[config.mk]
export PLATFORM = sky130hd
export DESIGN_NAME = ball_engine
export DESIGN_NICKNAME = d
export VERILOG_FILES = /design/src/rtl/ball_engine.sv
export SDC_FILE = /design/constraint.sdc
export NUM_CORES = 1
export LEC_CHECK = 0
export CAP_MARGIN = 40
export CORE_ASPECT_RATIO = 0.6
export CORE_UTILIZATION = 45
export CTS_BUF_LIST = sky130_fd_sc_hd__clkbuf_8
export DETAILED_ROUTE_END_ITERATION = 8
export DONT_BUFFER_PORTS = 1
export PLACE_DENSITY = 0.58
export SLEW_MARGIN = 10
export SYNTH_ARGS = -nofsm -noshare
export SYNTH_HDL_FRONTEND = slang
export SYNTH_SLANG_ARGS = --single-unit
export TNS_END_PERCENT = 100
[constraint.sdc]
create_clock -name clk -period 7.1 [get_ports clk]
set_input_delay 1.775 -clock clk [delete_from_list [all_inputs] [get_ports clk]]
set_output_delay 1.775 -clock clk [all_outputs]
set_load 0.01 [all_outputs]
[src/rtl/ball_engine.sv]
// Rectangular bouncing ball with neighbour-ring collision sensing and serve/run/miss control.
// Define HIT_COUNT_EN to build the saturating bounce counter on hit_count.
module ball_engine #(
    parameter int XSIZE      = 5,
    parameter int YSIZE      = 5,
    parameter int MAXSTEP    = 4,
    parameter bit XDIR_START = 1'b0,
    parameter bit YDIR_START = 1'b0,
    parameter int YMISS      = 479
) (
    input  logic        clk,
    input  logic        rst,
    input  logic        pixpulse,
    input  logic [9:0]  hcount,
    input  logic [9:0]  vcount,
    input  logic [9:0]  xloc_start,
    input  logic [9:0]  yloc_start,
    input  logic        empty,
    input  logic        move,
    input  logic        serve,
    input  logic [2:0]  xstep,
    input  logic [2:0]  ystep,
    output logic        draw_ball,
    output logic [9:0]  xloc,
    output logic [9:0]  yloc,
    output logic        xdir,
    output logic        ydir,
    output logic        bounce_x,
    output logic        bounce_y,
    output logic        miss,
    output logic        running,
    output logic [15:0] hit_count
);

    localparam int HX = (XSIZE - 1) / 2;
    localparam int HY = (YSIZE - 1) / 2;
    localparam int CW = YSIZE + 2;
    localparam int RW = XSIZE + 2;

    localparam logic [9:0]  HXV    = 10'(HX);
    localparam logic [9:0]  HYV    = 10'(HY);
    localparam logic [9:0]  HX1    = 10'(HX + 1);
    localparam logic [9:0]  HY1    = 10'(HY + 1);
    localparam logic [9:0]  XSPAN  = 10'(XSIZE - 1);
    localparam logic [9:0]  YSPAN  = 10'(YSIZE - 1);
    localparam logic [9:0]  XRING  = 10'(XSIZE + 1);
    localparam logic [9:0]  YRING  = 10'(YSIZE + 1);
    localparam logic [10:0] YMISSV = 11'(YMISS);
    localparam logic [10:0] HY11   = 11'(HY);
    localparam logic [2:0]  MAXS   = 3'(MAXSTEP);

    localparam logic [CW-1:0] COL_BOT = CW'(1);
    localparam logic [CW-1:0] COL_TOP = COL_BOT << (CW - 1);
    localparam logic [RW-1:0] ROW_RGT = RW'(1);
    localparam logic [RW-1:0] ROW_LFT = ROW_RGT << (RW - 1);

    localparam logic [0:0] S_IDLE = 1'b0;
    localparam logic [0:0] S_RUN  = 1'b1;

    logic [0:0]    state;
    logic          clr_pend;
    logic [CW-1:0] lft, rgt, lft_nx, rgt_nx;
    logic [RW-1:0] top, bot, top_nx, bot_nx;

    logic [9:0] dxd, dyd, rv, rh;
    logic       on_lft, on_rgt, on_top, on_bot;

    logic [9:0] sx, sy, x_new, y_new;
    logic       x_hit, y_hit, x_wall, y_wall, x_dn, y_dn;
    logic       miss_now, serve_go, move_go;

    function automatic logic [9:0] clamp_step(input logic [2:0] st);
        logic [2:0] s;
        if (st == 3'd0)
            s = 3'd1;
        else if (st > MAXS)
            s = MAXS;
        else
            s = st;
        return {7'd0, s};
    endfunction

    // Ball footprint test against the current raster position
    always_comb begin
        dxd       = hcount - xloc + HXV;
        dyd       = vcount - yloc + HYV;
        draw_ball = (dxd <= XSPAN) && (dyd <= YSPAN);
    end

    // Map a non-empty raster pixel onto the four neighbour rings
    always_comb begin
        rv     = yloc + HY1 - vcount;
        rh     = xloc + HX1 - hcount;
        on_lft = ~empty && (hcount == xloc - HX1) && (rv <= YRING);
        on_rgt = ~empty && (hcount == xloc + HX1) && (rv <= YRING);
        on_top = ~empty && (vcount == yloc - HY1) && (rh <= XRING);
        on_bot = ~empty && (vcount == yloc + HY1) && (rh <= XRING);
        lft_nx = lft | (on_lft ? (COL_BOT << rv) : '0);
        rgt_nx = rgt | (on_rgt ? (COL_BOT << rv) : '0);
        top_nx = top | (on_top ? (ROW_RGT << rh) : '0);
        bot_nx = bot | (on_bot ? (ROW_RGT << rh) : '0);
    end

    // Per-axis blocking, edge walls and the candidate next position
    always_comb begin
        sx       = clamp_step(xstep);
        sy       = clamp_step(ystep);
        x_hit    = |((xdir ? rgt : lft) & ~(ydir ? COL_TOP : COL_BOT));
        y_hit    = |((ydir ? bot : top) & ~(xdir ? ROW_LFT : ROW_RGT));
        x_wall   = x_hit || (!xdir && (xloc < HXV + sx));
        y_wall   = y_hit || (!ydir && (yloc < HYV + sy));
        x_dn     = xdir ^ x_wall;
        y_dn     = ydir ^ y_wall;
        x_new    = x_dn ? xloc + sx : xloc - sx;
        y_new    = y_dn ? yloc + sy : yloc - sy;
        miss_now = ({1'b0, y_new} + HY11) >= YMISSV;
        serve_go = pixpulse && (state == S_IDLE) && serve;
        move_go  = pixpulse && (state == S_RUN) && move;
    end

    // Serve/run/miss control, motion and ring accumulation
    always_ff @(posedge clk) begin
        if (rst) begin
            state    <= S_IDLE;
            xloc     <= xloc_start;
            yloc     <= yloc_start;
            xdir     <= XDIR_START;
            ydir     <= YDIR_START;
            bounce_x <= 1'b0;
            bounce_y <= 1'b0;
            miss     <= 1'b0;
            clr_pend <= 1'b0;
            lft      <= '0;
            rgt      <= '0;
            top      <= '0;
            bot      <= '0;
        end else if (pixpulse) begin
            bounce_x <= 1'b0;
            bounce_y <= 1'b0;
            miss     <= 1'b0;
            clr_pend <= 1'b0;
            if (clr_pend) begin
                lft <= '0;
                rgt <= '0;
                top <= '0;
                bot <= '0;
            end else begin
                lft <= lft_nx;
                rgt <= rgt_nx;
                top <= top_nx;
                bot <= bot_nx;
            end
            case (state)
                S_IDLE: begin
                    xloc <= xloc_start;
                    yloc <= yloc_start;
                    if (serve_go) begin
                        state <= S_RUN;
                        xdir  <= XDIR_START;
                        ydir  <= YDIR_START;
                        lft   <= '0;
                        rgt   <= '0;
                        top   <= '0;
                        bot   <= '0;
                    end
                end
                default: begin
                    if (move_go) begin
                        xloc     <= x_new;
                        yloc     <= y_new;
                        xdir     <= x_dn;
                        ydir     <= y_dn;
                        bounce_x <= x_wall;
                        bounce_y <= y_wall;
                        clr_pend <= 1'b1;
                        if (miss_now) begin
                            state <= S_IDLE;
                            miss  <= 1'b1;
                        end
                    end
                end
            endcase
        end
    end

    assign running = (state == S_RUN);

`ifdef HIT_COUNT_EN
    // Count moves that reversed at least one axis, saturating
    always_ff @(posedge clk) begin
        if (rst || serve_go)
            hit_count <= '0;
        else if (move_go && (x_wall || y_wall) && (hit_count != 16'hFFFF))
            hit_count <= hit_count + 16'd1;
    end
`else
    assign hit_count = 16'd0;
`endif

endmodule

==> flow_summary.yaml, run 1 <==
final_layout:
  antenna_cells: 0
  fill_cells: 1379
  drive_gt1_share_pct: 5.49
  layout.nets: 940
  finalInstanceArea_sq_um: 6640
  area_growth_pct: 2.97
die:
  pin_count: 95
  die_y_um: 94.7
  start_util_pct: 46.6
  rows: 33
  core_region_area_sq_um: 13800
  die_area_sq_um: 14800
  die_x_um: 157
min_path:
  hold_depth: 2
  whs_endpoint: "lft[3]"
  hp-start: "lft[3]"
  hp-class: "reg2reg"
synthesis:
  synthCells: 809
  yosysMostFrequentCell: "ha_1"
  syn_avg_cell_area_sq_um: 7.97
  synth.area.top_cells: "ha_1 16%, dfxtp_1 11%, edfxtp_1 9.3%"
  synth_seq_area_share_pct: 20.2
  yosysWarnings: 0
  yosys.area.top_type: "ha_1"
  syn-cell-area_sq_um: 6450
  ys.flop_type: "dfxtp_1"
  ys_seq_elements: 55
  netlist.area_leader.share_pct: 15.9
  synthTopCellsByCount: "82 x ha_1, 80 x inv_1, 69 x nand2_1"
  async_flop_share_pct: 0
  synth-edff-count: 20
  yosysUniqueCellTypes: 72
detailed_routing:
  drt_first_pass_iters: 5
  totalWireLength_um: 17500
  via_count: 5670
  first_iter_violations: 320
  drt_drc_violations_left: 0
  detail-route-antenna-nets: 0
  via_per_inst: 5.71
  routedWlPerCell_um: 17.6
clock_tree:
  cts_hold_buf: 0
  clkLatencyLatePin_ns: 0.32
  cts_made_buffers: 5
  cts_sinks: 55
  postCtsSetupRepairBufs: 0
  clk_pin_slew_ns: 0.09
  clockBufferDepth: 2
  ctsResizeCount: 0
  clockRootBuffer: "clkbuf_8"
  htree_levels: 2
  cts_tree: "built"
sta:
  tns_ns: 0
  fin_crit_sh_pct: 88.5
  fmax_ghz: 0.159
  final-hold-violation-count: 0
  grt_setup_unrepaired: "no"
  slew_viol_final: 0
  finalCriticalPeriod_ns: 6.29
  tightest_slew_ns: 0.839
  finClkSkew_ns: 0.0134
  slew_headroom_pct: 44.1
  setup_viol: 0
placed_design:
  io_buffers: 0
  gp_congestion: 0.938
  placed_cell_area_sq_um: 6560
  place_hpwl_um: 14400
setup_path:
  path_max_fanout: 3
  r2r-start: "yloc[1]"
  slowest_stage: "nor4_1"
  crit_chain: "inv_1, ha_1, inv_1, ha_1, fa_1, a21o_1, a21oi_1, inv_1, a21oi_1, nor2_1, nor2_1, xnor2_1, nor3_1, nand4_1, nor4_1"
  worstPathRequired_ns: 5.33
  slowest_delay_ns: 0.65
  r2r_cells: 17
  endpoint_kind: "output pin"
  path_class: "in2out"
  reg2reg_slack_ns: 2.15
  cp-start-kind: "input port"
  crit_top_cell: "inv_1"
  arrival_ns: 4.51
  r2r_end: "running"
global_route:
  grt_pass1_wl_um: 28400
  grt_usage_pct: 24.7
  grt_max_degree: 39
  antenna_found_initial: 0
  grt.overflow.total: 0
  grt_pass1_vias: 5350
power_and_ir_drop:
  p_leak_uw: 0.00278
  ir_worst_vdd_uv: 101
  powerDensity_nw_per_um2: 177
flow_run:
  maxCapViolations: 0
status:
  status: "finished clean"
-- metal layers --
layer  GRT usage (%)  part of all wire, %  up-vias
li1                -                    -     2806
met1            36.9                   50     2678
met2            35.7                   40      180
met3            7.34                  9.2        6
met4            2.37                 0.32        0
met5               0                    0        -
-- per-stage QoR --
step | hold slack [ns] | instances | setup WS (ns) | util, % | total power (uW)
6_report | 0.458 | 993 | 0.813 | 48.0 | 1170
5_1_grt | 0.480 | 993 | 0.542 | 48.0 | 1270
4_1_cts | 0.458 | 993 | 0.780 | 48.0 | 1170
3_5_place_dp | 0.441 | 985 | 0.785 | 47.4 | 996
3_3_place_gp | 0.428 | 984 | 0.798 | 47.3 | 984
2_1_floorplan | 0.416 | 825 | 1.12 | - | 870
-- layout make-up --
class | count | area, sq um | share of cell area [%]
multi-input cells | 650 | 4660 | 70.1
flip-flops and latches | 55 | 1300 | 19.6
inverters | 81 | 304 | 4.58
well taps | 192 | 240 | 3.62
clock buffers | 5 | 68.8 | 1.04
repair buffers | 7 | 56.3 | 0.848
clock inverters | 3 | 16.3 | 0.245
-- registers in the layout (all words and copies together) (netlist names) --
| signal | flops |
|---|---|
| xloc | 10 |
| yloc | 10 |
| bot | 7 |
| lft | 7 |
| rgt | 7 |
| top | 7 |
| bounce_x | 1 |
| bounce_y | 1 |
| clr_pend | 1 |
| miss | 1 |
| running | 1 |
| xdir | 1 |
| ydir | 1 |
-- how the worst max path moves through the flow --
stage	startpoint	endpoint	slack, ns	cells after the start
floorplan	vcount[1]	draw_ball	1.12	15
global placement	vcount[1]	draw_ball	0.80	15
detailed placement	vcount[1]	draw_ball	0.79	15
CTS	vcount[1]	draw_ball	0.78	15
global route	vcount[1]	draw_ball	0.54	15
finish	vcount[1]	draw_ball	0.81	15
-- cells in the final DEF (no fill, tap or decap), drive strengths merged, types with 9 or more instances in the layout --
master	instances
a22o	14
o21ai	66
mux2i	9
edfxtp	20
a21oi	49
xor2	19
nand4	12
nor4	22
nand2	69
nor3	28
conb	18
nor2	61
nand3	14
xnor2	61
ha	82
inv	81
nor2b	9
nand2b	13
dfxtp	35
-- critical path: cells and delay by family --
family,cells,cell delay [ns]
buffers and inverters,3,0.14
adder cells (fa/ha/maj),3,0.88
XOR/XNOR,1,0.08
AND/OR/NAND/NOR,5,1.12
AO/OA/AOI/OAI,3,0.52
-- report_power, final --
| part | internal, uW | switching [uW] | leakage [uW] | total [uW] |
|---|---|---|---|---|
| Sequential | 342 | 37.3 | 0.000486 | 380 |
| Combinational | 256 | 362 | 0.00225 | 617 |
| Clock | 68.0 | 109 | 0.0000453 | 177 |
| Total | 666 | 508 | 0.00278 | 1170 |
-- logic make-up after synthesis --
group                    after synthesis  share of synthesized area (%)
AND/OR/NAND/NOR                      257                           20.9
flip-flops                            55                           20.2
XOR/XNOR                              80                           11.0
AO/OA/AOI/OAI                        191                           18.8
multiplexers                          15                           2.44
buffers and inverters                120                           8.65
other                                  2                          0.116
adder cells (fa/ha/maj)               89                           17.9
(Power assumes the default switching activity.)
==> run 2: changes to the inputs <==
--- a/config.mk
+++ b/config.mk
@@ -12,5 +12,5 @@
 export DETAILED_ROUTE_END_ITERATION = 8
 export DONT_BUFFER_PORTS = 1
-export PLACE_DENSITY = 0.58
+export PLACE_DENSITY = 0.72
 export SLEW_MARGIN = 10
 export SYNTH_ARGS = -nofsm -noshare
==> constraint.sdc (replaced) <==
create_clock -name clk -period 7.1 [get_ports clk]
set_input_delay 1.42 -clock clk [delete_from_list [all_inputs] [get_ports clk]]
set_output_delay 1.42 -clock clk [all_outputs]
set_load 0.01 [all_outputs]
==> run 2 against run 1 <==
Sequential power is 3% higher. Flip-flop and latch count stayed put. Final area hardly changed. Cell count is 0.40% lower. Total power is 2.5% higher. Fmax is 14% higher. Register-to-register slack better by 0.07 ns. Largest cell class unchanged. Highest routed layer is now met5. Non-clock buffer count is 4 lower.
==> flow_summary.yaml, run 2 (same netlist as run 1, synthesis figures left out) <==
placed_design:
  dp_cells: 981
  gp_congestion: 0.960
  placed_cell_area_sq_um: 6540
  io_buffers: 0
  place_hpwl_um: 13900
detailed_routing:
  totalWireLength_um: 16900
  wl_met3_um: 1710
  via_per_inst: 5.70
  wl_met2_um: 6470
  detail-route-antenna-nets: 0
  drt-met1-wl_um: 8590
  first_iter_violations: 622
  routedWlPerCell_um: 17.0
  drt_first_pass_iters: 5
  highest_layer: "met5"
  drt_drc_violations_left: 0
  via_count: 5640
clock_tree:
  clk_pin_slew_ns: 0.11
  cts_hold_buf: 0
  clockBufferDepth: 2
  postCtsSetupRepairBufs: 0
  ctsResizeCount: 0
  clockRootBuffer: "clkbuf_8"
  cts_tree: "built"
  clkLatencyLatePin_ns: 0.33
  htree_levels: 2
  cts_sinks: 55
  cts_made_buffers: 5
final_layout:
  fin_util_pct: 48.0
  layout.nets: 936
  final_common_cell: "ha_1"
  finalInstanceArea_sq_um: 6640
  drive_gt1_share_pct: 5.14
  fin_cells: 989
  final_cell_mix: "82 x ha_1, 80 x inv_1, 69 x nand2_1"
  antenna_cells: 0
  top_regs: "xloc (10), yloc (10)"
  fill_cells: 1380
  area_growth_pct: 2.95
power_and_ir_drop:
  powerDensity_nw_per_um2: 181
  ir_worst_vdd_uv: 114
  p_leak_uw: 0.00277
global_route:
  antenna_found_initial: 1
  grt_pass1_wl_um: 27400
  grt_max_degree: 21
  grt.overflow.total: 0
  grt_usage_pct: 23.7
  grt_pass1_vias: 5120
die:
  start_util_pct: 46.6
  die_area_sq_um: 14800
  core_region_area_sq_um: 13800
  pin_count: 95
  die_y_um: 94.7
  rows: 33
  die_x_um: 157
status:
  status: "finished clean"
setup_path:
  path_buf_inv: 3
  slowest_delay_ns: 0.54
  arrival_ns: 4.11
  path_max_fanout: 3
  slowest_stage: "nor4_1"
  crit_chain: "inv_1, ha_1, inv_1, ha_1, fa_1, a21o_1, a21oi_1, inv_1, a21oi_1, nor2_1, nor2_1, xnor2_1, nor3_1, nand4_1, nor4_1"
  cp_top_family: "simple AND/OR/NAND/NOR gates"
  worstPathRequired_ns: 5.68
  endpoint_kind: "output pin"
  cp-start-kind: "input port"
  path_class: "in2out"
  crit_top_cell: "inv_1"
sta:
  final-hold-violation-count: 0
  slew_viol_final: 0
  tightest_slew_ns: 0.878
  grt_setup_unrepaired: "no"
  slew_headroom_pct: 41.5
  fmax_ghz: 0.181
  fin_crit_sh_pct: 77.8
  tns_ns: 0
  finClkSkew_ns: 0.0131
  finalCriticalPeriod_ns: 5.53
  setup_viol: 0
min_path:
  hp-class: "reg2reg"
flow_run:
  maxCapViolations: 0
[run 2: final timing paths]
check	startpoint	endpoint	slack, ns	depth (start not counted)
worst max-delay path	vcount[1]	draw_ball	1.57	15
worst min-delay path	rgt[6]	rgt[6]	0.47	2
worst max register to register	yloc[3]	miss	2.22	16
worst min register to register	rgt[6]	rgt[6]	0.47	2
[run 2: worst register-to-register path, cell delays in order (launching register included)]
cell and delay, ns:
edfxtp_1 0.90, ha_1 0.37, o21a_1 0.11, o31ai_1 0.08
nand3_2 0.17, a21o_1 0.36, o21ai_0 0.30, ha_1 0.31
a211oi_4 0.33, o221a_2 0.26, nor2_1 0.06, a211o_1 0.29
a221o_1 0.37, or3_1 0.40, nor4_1 0.23, or3_1 0.16
a31oi_1 0.09
[run 2: stage by stage]
stage,setup WS (ns),power [uW],hold WS [ns]
finish,1.57,1200,0.465
global route,1.36,1290,0.484
CTS,1.55,1200,0.465
detailed placement,1.48,996,0.442
global placement,1.58,989,0.435
floorplan,1.80,870,0.416
[run 2: layout make-up]
| class | instances | area [sq um] | area share (%) |
|---|---|---|---|
| clock buffer | 6 | 82.6 | 1.24 |
| tap | 192 | 240 | 3.62 |
| timing repair buffer | 3 | 37.5 | 0.565 |
| inverter | 81 | 304 | 4.58 |
| clock inverter | 2 | 20.0 | 0.301 |
| multi-input combinational | 650 | 4660 | 70.1 |
| sequential | 55 | 1300 | 19.6 |
[run 2: layer usage]
layer	global-route usage, %	vias up
met3	6.06	10
met4	2.45	2
met5	0	-
met2	33.2	231
li1	-	2798
met1	36.5	2599
[run 2: power by group]
part / internal, uW / switching [uW] / leakage (uW)
Combinational: 254 / 356 / 0.00223
Sequential: 343 / 49.1 / 0.000486
Clock: 82.6 / 119 / 0.0000533
